## src/rtl/ram_copy_pkg.sv

```systemverilog
// ram_copy_pkg: shared types for the RAM copy/fill engine
package ram_copy_pkg;
    typedef enum logic {OP_COPY, OP_FILL} op_e;
    typedef enum logic [2:0] {S_IDLE, S_RD_REQ, S_RD_WAIT, S_WR, S_DONE} state_e;
    typedef enum logic [1:0] {ST_OK, ST_ABORTED, ST_TIMEOUT} status_e;
endpackage

```

## src/rtl/ram_copy_engine.sv

```systemverilog
// ram_copy_engine: single-command COPY/FILL initiator on a 1-cycle single-port RAM with XOR checksum
module ram_copy_engine
    import ram_copy_pkg::*;
#(
    parameter int LenW          = 16,
    parameter int TimeoutCycles = 15
) (
    input  logic            clk_i,
    input  logic            rst_ni,
    input  logic            cmd_valid_i,
    output logic            cmd_ready_o,
    input  logic            cmd_op_i,
    input  logic [31:0]     cmd_src_i,
    input  logic [31:0]     cmd_dst_i,
    input  logic [LenW-1:0] cmd_len_i,
    input  logic [31:0]     cmd_pattern_i,
    input  logic            abort_i,
    output logic            mem_req_o,
    output logic            mem_we_o,
    output logic [3:0]      mem_be_o,
    output logic [31:0]     mem_addr_o,
    output logic [31:0]     mem_wdata_o,
    input  logic            mem_rvalid_i,
    input  logic [31:0]     mem_rdata_i,
    output logic            busy_o,
    output logic            done_o,
    output logic [1:0]      status_o,
    output logic [31:0]     checksum_o,
    output logic [LenW-1:0] words_done_o
);
    localparam int TW = $clog2(TimeoutCycles + 1);
    state_e          r_state;
    op_e             r_op;
    status_e         r_status;
    logic [29:0]     r_src, r_dst, r_addr;
    logic [LenW-1:0] r_rem, r_words;
    logic [31:0]     r_pat, r_wdata, r_csum;
    logic [TW-1:0]   r_tmo;
    logic            r_abort, r_req, r_we, r_done;
    logic            w_abort, w_unused;
    assign w_abort      = r_abort || abort_i;
    assign w_unused     = ^{cmd_src_i[1:0], cmd_dst_i[1:0]};
    assign cmd_ready_o  = r_state == S_IDLE;
    assign busy_o       = r_state != S_IDLE;
    assign mem_req_o    = r_req;
    assign mem_we_o     = r_we;
    assign mem_be_o     = {4{r_we}};
    assign mem_addr_o   = {r_addr, 2'b00};
    assign mem_wdata_o  = r_wdata;
    assign done_o       = r_done;
    assign status_o     = r_status;
    assign checksum_o   = r_csum;
    assign words_done_o = r_words;
    // Memory-facing outputs are loaded with the values for the state being entered.
    always_ff @(posedge clk_i or negedge rst_ni) begin
        if (!rst_ni) begin
            r_state  <= S_IDLE;
            r_op     <= OP_COPY;
            r_status <= ST_OK;
            r_src    <= '0;
            r_dst    <= '0;
            r_addr   <= '0;
            r_rem    <= '0;
            r_words  <= '0;
            r_pat    <= '0;
            r_wdata  <= '0;
            r_csum   <= '0;
            r_tmo    <= '0;
            r_abort  <= 1'b0;
            r_req    <= 1'b0;
            r_we     <= 1'b0;
            r_done   <= 1'b0;
        end else begin
            r_done <= 1'b0;
            if (r_state != S_IDLE && abort_i) r_abort <= 1'b1;
            case (r_state)
                S_IDLE: if (cmd_valid_i) begin
                    r_op     <= op_e'(cmd_op_i);
                    r_src    <= cmd_src_i[31:2];
                    r_dst    <= cmd_dst_i[31:2];
                    r_rem    <= cmd_len_i;
                    r_pat    <= cmd_pattern_i;
                    r_csum   <= '0;
                    r_words  <= '0;
                    r_status <= ST_OK;
                    r_abort  <= 1'b0;
                    if (cmd_len_i == '0) begin
                        r_state <= S_DONE;
                        r_done  <= 1'b1;
                    end else if (op_e'(cmd_op_i) == OP_COPY) begin
                        r_state <= S_RD_REQ;
                        r_req   <= 1'b1;
                        r_we    <= 1'b0;
                        r_addr  <= cmd_src_i[31:2];
                    end else begin
                        r_state <= S_WR;
                        r_req   <= 1'b1;
                        r_we    <= 1'b1;
                        r_addr  <= cmd_dst_i[31:2];
                        r_wdata <= cmd_pattern_i;
                    end
                end
                S_RD_REQ: begin
                    r_state <= S_RD_WAIT;
                    r_req   <= 1'b0;
                    r_tmo   <= '0;
                end
                S_RD_WAIT: if (mem_rvalid_i) begin
                    r_state <= S_WR;
                    r_req   <= 1'b1;
                    r_we    <= 1'b1;
                    r_addr  <= r_dst;
                    r_wdata <= mem_rdata_i;
                end else if (r_tmo == TW'(TimeoutCycles - 1)) begin
                    r_state  <= S_DONE;
                    r_done   <= 1'b1;
                    r_status <= ST_TIMEOUT;
                end else begin
                    r_tmo <= r_tmo + TW'(1);
                end
                S_WR: begin
                    r_csum  <= r_csum ^ r_wdata;
                    r_words <= r_words + LenW'(1);
                    r_src   <= r_src + 30'd1;
                    r_dst   <= r_dst + 30'd1;
                    r_rem   <= r_rem - LenW'(1);
                    // Completion wins over a late abort on the final word.
                    if (r_rem == LenW'(1) || w_abort) begin
                        r_state  <= S_DONE;
                        r_done   <= 1'b1;
                        r_req    <= 1'b0;
                        r_we     <= 1'b0;
                        r_status <= r_rem == LenW'(1) ? ST_OK : ST_ABORTED;
                    end else if (r_op == OP_COPY) begin
                        r_state <= S_RD_REQ;
                        r_we    <= 1'b0;
                        r_addr  <= r_src + 30'd1;
                    end else begin
                        r_addr  <= r_dst + 30'd1;
                        r_wdata <= r_pat;
                    end
                end
                S_DONE: r_state <= S_IDLE;
                default: r_state <= S_IDLE;
            endcase
        end
    end
endmodule

```

## config.mk

```make
export PLATFORM = sky130hd
export DESIGN_NAME = ram_copy_engine
export DESIGN_NICKNAME = d
export VERILOG_FILES = /design/src/rtl/ram_copy_pkg.sv /design/src/rtl/ram_copy_engine.sv
export SDC_FILE = /design/constraint.sdc
export NUM_CORES = 1
export LEC_CHECK = 0
export CAP_MARGIN = 40
export CORE_UTILIZATION = 35
export CTS_CLUSTER_DIAMETER = 150
export DETAILED_ROUTE_END_ITERATION = 7
export PLACE_DENSITY = 0.66
export SLEW_MARGIN = 20
export SYNTH_ARGS = -nofsm -noshare
export SYNTH_HDL_FRONTEND = slang
export SYNTH_SLANG_ARGS = --single-unit
```

## constraint.sdc

```tcl
create_clock -name clk_i -period 2.4 [get_ports clk_i]
set_clock_uncertainty 0.2 [all_clocks]
set_input_delay 0.48 -clock clk_i [delete_from_list [all_inputs] [get_ports clk_i]]
set_output_delay 0.48 -clock clk_i [all_outputs]
set_load 0.05 [all_outputs]
```

==> After elaboration in Yosys (flattened, before gate mapping) <==
Index checks and enable logic that the tools add are counted.
{ "classes": {"addsub": 5, "mux": 61, "reduce_logical": 19, "n_bitwise": 1, "eq_ne": 17} }
{ "ops": {"columns": ["operator", "count"], "rows": [
  ["2-to-1 mux 30 bit", 8],
  ["2-to-1 mux 32 bit", 7],
  ["case mux 30 bit (2 select lines)", 2],
  ["case mux 32 bit (3 select lines)", 1],
  ["case mux 30 bit (3 select lines)", 1],
  ["case mux 16 bit (2 select lines)", 2],
  ["case mux 32 bit (2 select lines)", 1],
  ["adder 30 x 1 -> 30 bit (second input constant)", 2],
  ["2-to-1 mux 16 bit", 2],
  ["bitwise XOR 32 bit", 1],
  ["AND reduction 5 bit", 4],
  ["2-to-1 mux 1 bit", 18],
  ["2-to-1 mux 3 bit", 6],
  ["inequality test 2 bit (second input constant)", 9],
  ["adder 16 x 1 -> 16 bit (second input constant)", 1],
  ["equality test 16 x 1 -> 1 bit (second input constant)", 1],
  ["zero test 16 bit", 1],
  ["subtractor 16 x 1 -> 16 bit (second input constant)", 1],
  ["case mux 3 bit (4 select lines)", 1],
  ["2-to-1 mux 2 bit", 5],
  ["2-to-1 mux 4 bit", 2],
  ["case mux 4 bit (2 select lines)", 1],
  ["AND reduction 7 bit", 1],
  ["equality test 3 x 2 -> 1 bit (second input constant)", 2],
  ["other kinds (16)", 23]
]} }
{ "word_totals": {"ff_bits": 232, "output_inout_bits": 123, "word_cells": 119} }

==> Longest topological paths before layout <==
Gate-level depths: netlist (run 1).
{ "logic_depth": {"word_depth": 5, "mapped_depth": 10} }

==> Worst setup path after synthesis (run 1) <==
Ideal clock, no wire load.
{ "synth_timing": {"kind": "reg-to-reg", "from": "reg r_state[0]", "to": "reg r_wdata[10] (netlist: mem_wdata_o[10])", "path_slack_ns": -0.355, "setup_ns": 0.133, "path_stages_with_launch": 11, "synth_period_minus_slack_ns": 2.755, "required_ns": 2.067, "arrival_ns": 2.422, "cell_sequence": "dfrtp_1 -> buf_2 -> nor3_2 -> and2_1 -> buf_4 -> a21oi_1 -> a211o_1 -> buf_6 -> buf_6 -> nand2_1 -> o21ai_0"} }
{ "synth_via": {"elab_chain_len": 3, "word_cells_on_any_way": 12} }
{ "synth_rtl": {"columns": ["element", "line", "source"], "rows": [
  ["start, declared", "ram_copy_engine.sv:32", "state_e r_state;"],
  ["start signal, assigned", "ram_copy_engine.sv:57", "r_state <= S_IDLE;"],
  ["start signal, assigned", "ram_copy_engine.sv:88", "r_state <= S_DONE;"],
  ["start signal, assigned", "ram_copy_engine.sv:91", "r_state <= S_RD_REQ;"],
  ["zero test 3 bit *", null, null],
  ["named net cmd_ready_o", "ram_copy_engine.sv:11", "output logic cmd_ready_o,"],
  ["inequality test 2 x 1 -> 1 bit (no source line) (tied with other cells)", null, null],
  ["AND reduction 7 bit (no source line)", null, null],
  ["end signal, assigned", "ram_copy_engine.sv:100", "r_wdata <= cmd_pattern_i;"],
  ["end signal, assigned", "ram_copy_engine.sv:113", "r_wdata <= mem_rdata_i;"],
  ["end signal, assigned", "ram_copy_engine.sv:140", "r_wdata <= r_pat;"],
  ["end, declared", "ram_copy_engine.sv:37", "logic [31:0] r_pat, r_wdata, r_csum;"]
]} }
The timed path passes the listed nets; every way through them passes the cells marked *.
A chain may end at the register's enable or synchronous reset.

==> Final worst setup path (run 1) <==
{ "layout_timing": {"from": "reg r_rem[1]", "to": "reg r_addr[26]"} }
{ "layout_via": {"elab_chain_len": 4} }
{ "layout_rtl": {"columns": ["element", "line", "source"], "rows": [
  ["start, declared", "ram_copy_engine.sv:36", "logic [LenW-1:0] r_rem, r_words;"],
  ["start signal, assigned", "ram_copy_engine.sv:81", "r_rem <= cmd_len_i;"],
  ["start signal, assigned", "ram_copy_engine.sv:126", "r_rem <= r_rem - LenW'(1);"],
  ["equality test 16 x 1 -> 1 bit", "ram_copy_engine.sv:128", "if (r_rem == LenW'(1) || w_abort) begin"],
  ["logical OR 1 bit", "ram_copy_engine.sv:128", null],
  ["inequality test 2 bit (no source line)", null, null],
  ["AND reduction 5 bit (no source line)", null, null],
  ["end signal, assigned", "ram_copy_engine.sv:112", "r_addr <= r_dst;"],
  ["end signal, assigned", "ram_copy_engine.sv:137", "r_addr <= r_src + 30'd1;"],
  ["end signal, assigned", "ram_copy_engine.sv:139", "r_addr <= r_dst + 30'd1;"],
  ["end, declared", "ram_copy_engine.sv:35", "logic [29:0] r_src, r_dst, r_addr;"]
]} }
No other way between the ends.

==> metrics, run 1 <==
Std-Cell Rows=71; Synth top cells by count=299 x nand2_1, 232 x dfrtp_1, 155 x o21ai_0; Final Worst Setup Slack=about 12 ps; number of remaining DRC errors=0; Worst setup EP type=flip-flop; normalized max-slew margin=between 60% and 70%; Synth top area share=43.58%; WL/cell=19.48 um; # setup viols final=0; period utilisation layout=99.48%; Max Cap Viol=0; total track usage=24.16%; vias in the first global route=roughly 13k; Hold Path Class=in2async; CTS tree=built; largest net degree at the start of global routing=87; yosys warns=0; worst-skew pair later-pin latency=roughly 560 ps; Most used DFF post-synth=dfrtp_1; Die Ht=197.1 um; worst slew pin tran=567.8 ps; Seq pwr share=26.4%; Net count, final=2079; vias per cell=5.500; H-tree depth=1; startpoint types=flip-flop; Die Span X=~200 um; Die Footprint=38850 um2; I/O Buffers=roughly 270; number of synthesized flops with an enable pin=0; FF+latch count, synth=232; TritonRoute pass-1 iters=6; Max Slew Vio Count=0; core area=37580 um2; n_diodes=0; RSZ-0062 raised after global routing=yes; worst IR drop on VDD=0.8577 mV; WP data arrival=2640 ps; Detail Route Antenna Nets=0; DP Worst Slack=-545.4 ps; area leader, netlist=dfrtp_1; met3 Track Usage GR=between 6 and 7%; Sw Ratio=48.01%; min Tclk post-route=2388 ps; clk root buf=clkbuf_16; status=finished, final reports clean; PD cells=1439 nW/um2; met1 usage=31.79%; Synth area leaders=dfrtp_1 44%, nand2_1 8.4%, o21ai_0 5.8%; Final Non-Filler Cells=2454; I/O pin cnt=273; WP data required=2650 ps; Inst Count DP=2387; DRT iter0 DRCs=about 1.0k; FFs w/ async S/R, synth=100.0%; Final Hold Vio Count=0; GR Layer Usage met2=39.39%; Num CTS Buffers=28; switching power=around 0.013 W; Int Pwr=0.01404 W; fmax=418.8 MHz; initial antenna violation count=2; combinational share of power=56.0%; WL final=approximately 48000 um; Synth cell types=73; GP Congestion=0.9096; Clock Path Buffers=3; crit-path max FO=7; R2R cell count=11; layout cell share with drive strength beyond 1=around 16%; area grow syn2layout=40.88%; Mapped Avg Cell Area=roughly 8.5 um2; mapped cell area=13320 um2; clock power share=17.6%; Synth Instances=around 1.6k; kind of critical path=reg2reg; Starting Density=35.45%; Seq/Total Area, Yosys=43.58%; Sum Neg Setup Slack=0 ps; top-count cell post-synth=nand2_1; vias=13.50k; GR peak layer=met2; post-layout util=49.95%; Final HPWL DP=between 30000 and 40000 um; first-pass GRT wire length=73370 um; clk sinks=232; Clk pin slew, worst setup/hold paths=60 ps; Leak Pwr=8.427 nW; overflow left after global routing=0
-- power groups by stage --
| stage | logic, W | registers [W] | clock network, W |
|---|---|---|---|
| floorplan | 0.00682 | 0.00960 | 0 |
| global placement | 0.0146 | 0.00714 | 0 |
| detailed placement | 0.0149 | 0.00718 | 0 |
| CTS | 0.0145 | 0.00712 | 0.00485 |
| global route | 0.0163 | 0.00737 | 0.00499 |
| finish | 0.0151 | 0.00713 | 0.00476 |
-- path summary, 6_finish.rpt --
| check | from | endpoint | slack, ps |
|---|---|---|---|
| setup reg to reg | r_rem[1]$_DFFE_PN0P_ | r_addr[26]$_DFFE_PN0P_ | 10 |
| max in group asynchronous | rst_ni | mem_wdata_o[29]$_DFFE_PN0P_ | 1190 |
| min in group clk_i | cmd_op_i | r_op$_DFFE_PN0P_ | 210 |
| hold / removal | rst_ni | r_src[12]$_DFFE_PN0P_ | 180 |
| setup / recovery | r_rem[1]$_DFFE_PN0P_ | r_addr[26]$_DFFE_PN0P_ | 10 |
| hold reg to reg | r_pat[12]$_DFFE_PN0P_ | r_pat[12]$_DFFE_PN0P_ | 270 |
-- flip-flops by register name, indices dropped and copies added, names as in the netlist --
| name | count |
|---|---|
| r_addr | 30 |
| done_o | 1 |
| r_rem | 16 |
| r_pat | 32 |
| words_done_o | 16 |
| mem_req_o | 1 |
| r_state | 3 |
| mem_wdata_o | 32 |
| checksum_o | 32 |
| mem_we_o | 1 |
| r_dst | 30 |
| r_op | 1 |
| r_abort | 1 |
| status_o | 2 |
| r_src | 30 |
| r_tmo | 4 |
-- area by class of cell --
class / instances / area [um2]
timing repair buffer: 445 / 4154
clock buffer: 39 / 812.0
clock inverter: 12 / 221.5
fill: 3550 / 18810
timing repair inverter: 2 / 27.53
multi-input combinational: 1194 / 7020
sequential: 232 / 5809
tap: 511 / 639.4
inverter: 19 / 83.83
-- kinds of logic after synthesis --
family	after synthesis	synth area share (%)
flops	232	43.58
buf+inv	145	5.015
other cells	1	0.02815
simple gates	647	22.74
fa+ha+maj	7	0.6574
xor+xnor	41	2.696
mux	70	5.316
compound gates	427	19.97
-- cells in the final DEF, fill, tap and decap left out, types with 23 or more instances in the layout --
cell / n
a221o_1: 23
a31oi_1: 24
dfrtp_1: 229
nor2_1: 121
o21ai_0: 142
a21oi_1: 104
nand4_1: 25
mux2i_1: 64
clkdlybuf4s50_1: 143
dlygate4sd2_1: 109
nor4_1: 24
buf_4: 163
nor3_1: 24
clkbuf_16: 29
nand3_1: 77
nand2_1: 297
-- metrics by stage --
stage          total power [W]  area [um2]  hold slack [ps]
6_report               0.02701       18770            175.2
5_1_grt                0.02861       18770            192.6
4_1_cts                0.02642       18480            176.8
3_5_place_dp           0.02206       17530            166.2
3_3_place_gp           0.02175       17530            165.7
2_1_floorplan          0.01642       13340           -15.59
-- metal layers --
metal	vias up	share of wire (%)
met1	6477	42
met3	89	8.9
met5	-	0.061
met4	4	2.9
li1	6364	-
met2	563	46
-- worst max-delay path, stage by stage, from the launching register on --
cell      delay, ps
dfrtp_1         360
inv_2            40
ha_1            170
nand2b_1        110
nor4_4           50
buf_4           170
a211o_4         350
a21o_4          260
buf_12          140
clkinv_8         70
o21ai_2          60
o32a_1          280
-- timing repair --
action	in CTS	in global routing
setup endpoints to repair	117	69
hold endpoints to repair	232	0
resized for setup	117	43
hold buffers	1	0
setup buffers	2	11
gates cloned	0	3
pin swaps	2	6
(Power assumes the default switching activity.)
==> inputs of run 2 (changes only) <==
--- a/config.mk
+++ b/config.mk
@@ -6,10 +6,10 @@
 export NUM_CORES = 1
 export LEC_CHECK = 0
 export CAP_MARGIN = 40
-export CORE_UTILIZATION = 35
+export CORE_UTILIZATION = 47
 export CTS_CLUSTER_DIAMETER = 150
 export DETAILED_ROUTE_END_ITERATION = 7
-export PLACE_DENSITY = 0.66
+export PLACE_DENSITY = 0.83
 export SLEW_MARGIN = 20
 export SYNTH_ARGS = -nofsm -noshare
 export SYNTH_HDL_FRONTEND = slang
==> run 2 against run 1 <==
  * Critical path depth is 3 lower
  * Critical path type unchanged
  * Fmax is 1.1% lower
  * Final area is 0.77% lower
  * Cell count is 5.5% lower
  * Worst setup slack worse by 26 ps
  * Register-to-register slack worse by 30 ps
  * Highest routed layer is now met4
  * Hold slack better by 44 ps
  * Non-clock buffer count is 2 lower
  * The flow now finishes with violations (setup timing)
  * Critical endpoint is now r_addr[13]$_DFFE_PN0P_
==> metrics, run 2 (synthesis gave the netlist of run 1 again) <==
status=complete, but fails checks; failing checks=setup timing; initial antenna violation count=2; overflow left after global routing=0; post-layout util=66.85%; Num CTS Buffers=27; Crit-path slowest cell=or4_4; Sw Ratio=between 40 and 50%; Die Footprint=29020 um2; final instance area=18620 um2; Int Pwr=around 0.014 W; R2R cell count=8; kind of critical path=reg2reg; worst IR drop on VDD=1.006 mV; worst slew pin tran=599.0 ps; Max Slew Vio Count=0; Starting Density=between 40% and 50%; Pwr Total=0.02732 W; Final Worst Setup Slack=-13.89 ps; layout cell share with drive strength beyond 1=16.40%; PD cells=1467 nW/um2; switching power=around 0.013 W; Final HPWL DP=between 30000 and 40000 um; first-pass GRT wire length=73080 um; vias=14.25k; combinational share of power=56.8%; largest net degree at the start of global routing=71; area grow syn2layout=39.80%; min Tclk post-route=between 2000 and 2500 ps; normalized max-slew margin=60.23%; I/O Buffers=266; fmax=414.3 MHz; slowest cell delay on critical path=580 ps; number of remaining DRC errors=0; Worst setup EP type=flip-flop; Post-DP Area=17290 um2; total track usage=between 30 and 40%; WP data arrival=2690 ps; CP delay by family, top=simple AND/OR/NAND/NOR gates; vias per cell=6.143; Clock Path Buffers=3; WL/cell=approximately 21 um; Max Cap Viol=0; Net count, final=2075; worst-skew pair later-pin latency=about 570 ps; crit-path max FO=6; I/O pin cnt=between 200 and 300; Detail Route Antenna Nets=0; TritonRoute pass-1 iters=6; RSZ-0062 raised after global routing=yes; Leak Pwr=approximately 8.5 nW; Critical Path Stages=8; most frequent cells in the layout=285 x nand2_1, 229 x dfrtp_1, 157 x buf_4; H-tree depth=1; core area=27860 um2; Inst Count DP=between 2k and 2.5k; clk root buf=clkbuf_16; # setup viols final=3; clock power share=16.7%; Final Hold Vio Count=0; DRT iter0 DRCs=approximately 1.4k; Final Non-Filler Cells=roughly 2.3k; CTS tree=built; Hold Path Class=in2async; commonest non-fill, non-tap cell in the layout=nand2_1; GP Congestion=0.9716; Die Ht=170.4 um; Seq pwr share=26.5%; Std-Cell Rows=61; clk sinks=232; Die Span X=170.4 um; WP data required=2680 ps; vias in the first global route=13.35k; CP Buf/Inv Count=2; Clk pin slew, worst setup/hold paths=60 ps; WL final=49180 um; DP Worst Slack=-299.8 ps; period utilisation layout=100.6%; worst-path cell chain=or4_4, nor4_4, a211o_2, a21o_4, buf_12, clkbuf_16, nand2_2, o21ai_2; startpoint types=flip-flop
==> run 2: final timing paths <==
kind | startpoint | endpoint | slack (ps)
setup / recovery | r_rem[3]$_DFFE_PN0P_ | r_addr[13]$_DFFE_PN0P_ | -10
hold / removal | rst_ni | r_src[9]$_DFFE_PN0P_ | 220
setup reg to reg | r_rem[3]$_DFFE_PN0P_ | r_addr[13]$_DFFE_PN0P_ | -10
hold reg to reg | r_pat[17]$_DFFE_PN0P_ | r_pat[17]$_DFFE_PN0P_ | 280
max in group asynchronous | rst_ni | r_pat[26]$_DFFE_PN0P_ | 1100
min in group clk_i | cmd_pattern_i[30] | r_pat[30]$_DFFE_PN0P_ | 270
==> run 2: repair_timing <==
action | 4_1_cts | 5_1_grt
setup buffers | 0 | 9
endpoints found under the setup margin | 113 | 74
cloned | 0 | 7
resized for setup | 108 | 81
hold buffers | 1 | 0
endpoints found under the hold margin | 47 | 0
pin swaps | 1 | 10
==> run 2: power groups by stage <==
stage / clock network (W) / logic, W / registers (W)
after detailed placement: 0 / 0.0147 / 0.00716
after CTS: 0.00457 / 0.0143 / 0.00713
after global routing: 0.00472 / 0.0165 / 0.00742
after global placement: 0 / 0.0143 / 0.00709
after floorplan: 0 / 0.00682 / 0.00960
final: 0.00455 / 0.0155 / 0.00725
==> run 2: per-layer routing <==
metal  global-route usage, %  vias up  share of wire, %
met5                       0        -                 0
met4                   14.26        0               5.1
met3                   7.140      155               9.2
met2                   52.51      812                47
met1                   40.76     6925                39
li1                        -     6353                 -
==> run 2: worst register-to-register path: cells and delay by family, from the launching register on <==
family | cells | cell delay [ps]
simple gates | 3 | 930
compound gates | 3 | 490
flops | 1 | 390
buf+inv | 2 | 340
==> run 2: cell type report <==
class	instances	area, um2
tap	378	473.0
multi-input combinational	1194	7088
clock inverter	16	231.5
timing repair inverter	1	16.27
clock buffer	34	742.0
inverter	19	83.83
fill	2184	9234
sequential	232	5809
antenna	2	5.005
timing repair buffer	443	4175
==> run 2: per-stage QoR <==
step	TNS, ps	hold slack, ps
finish	-22.99	219.1
global route	-1990	260.9
CTS	-2.788	250.8
detailed placement	-15280	221.5
global placement	-10950	222.5
floorplan	0	-15.59
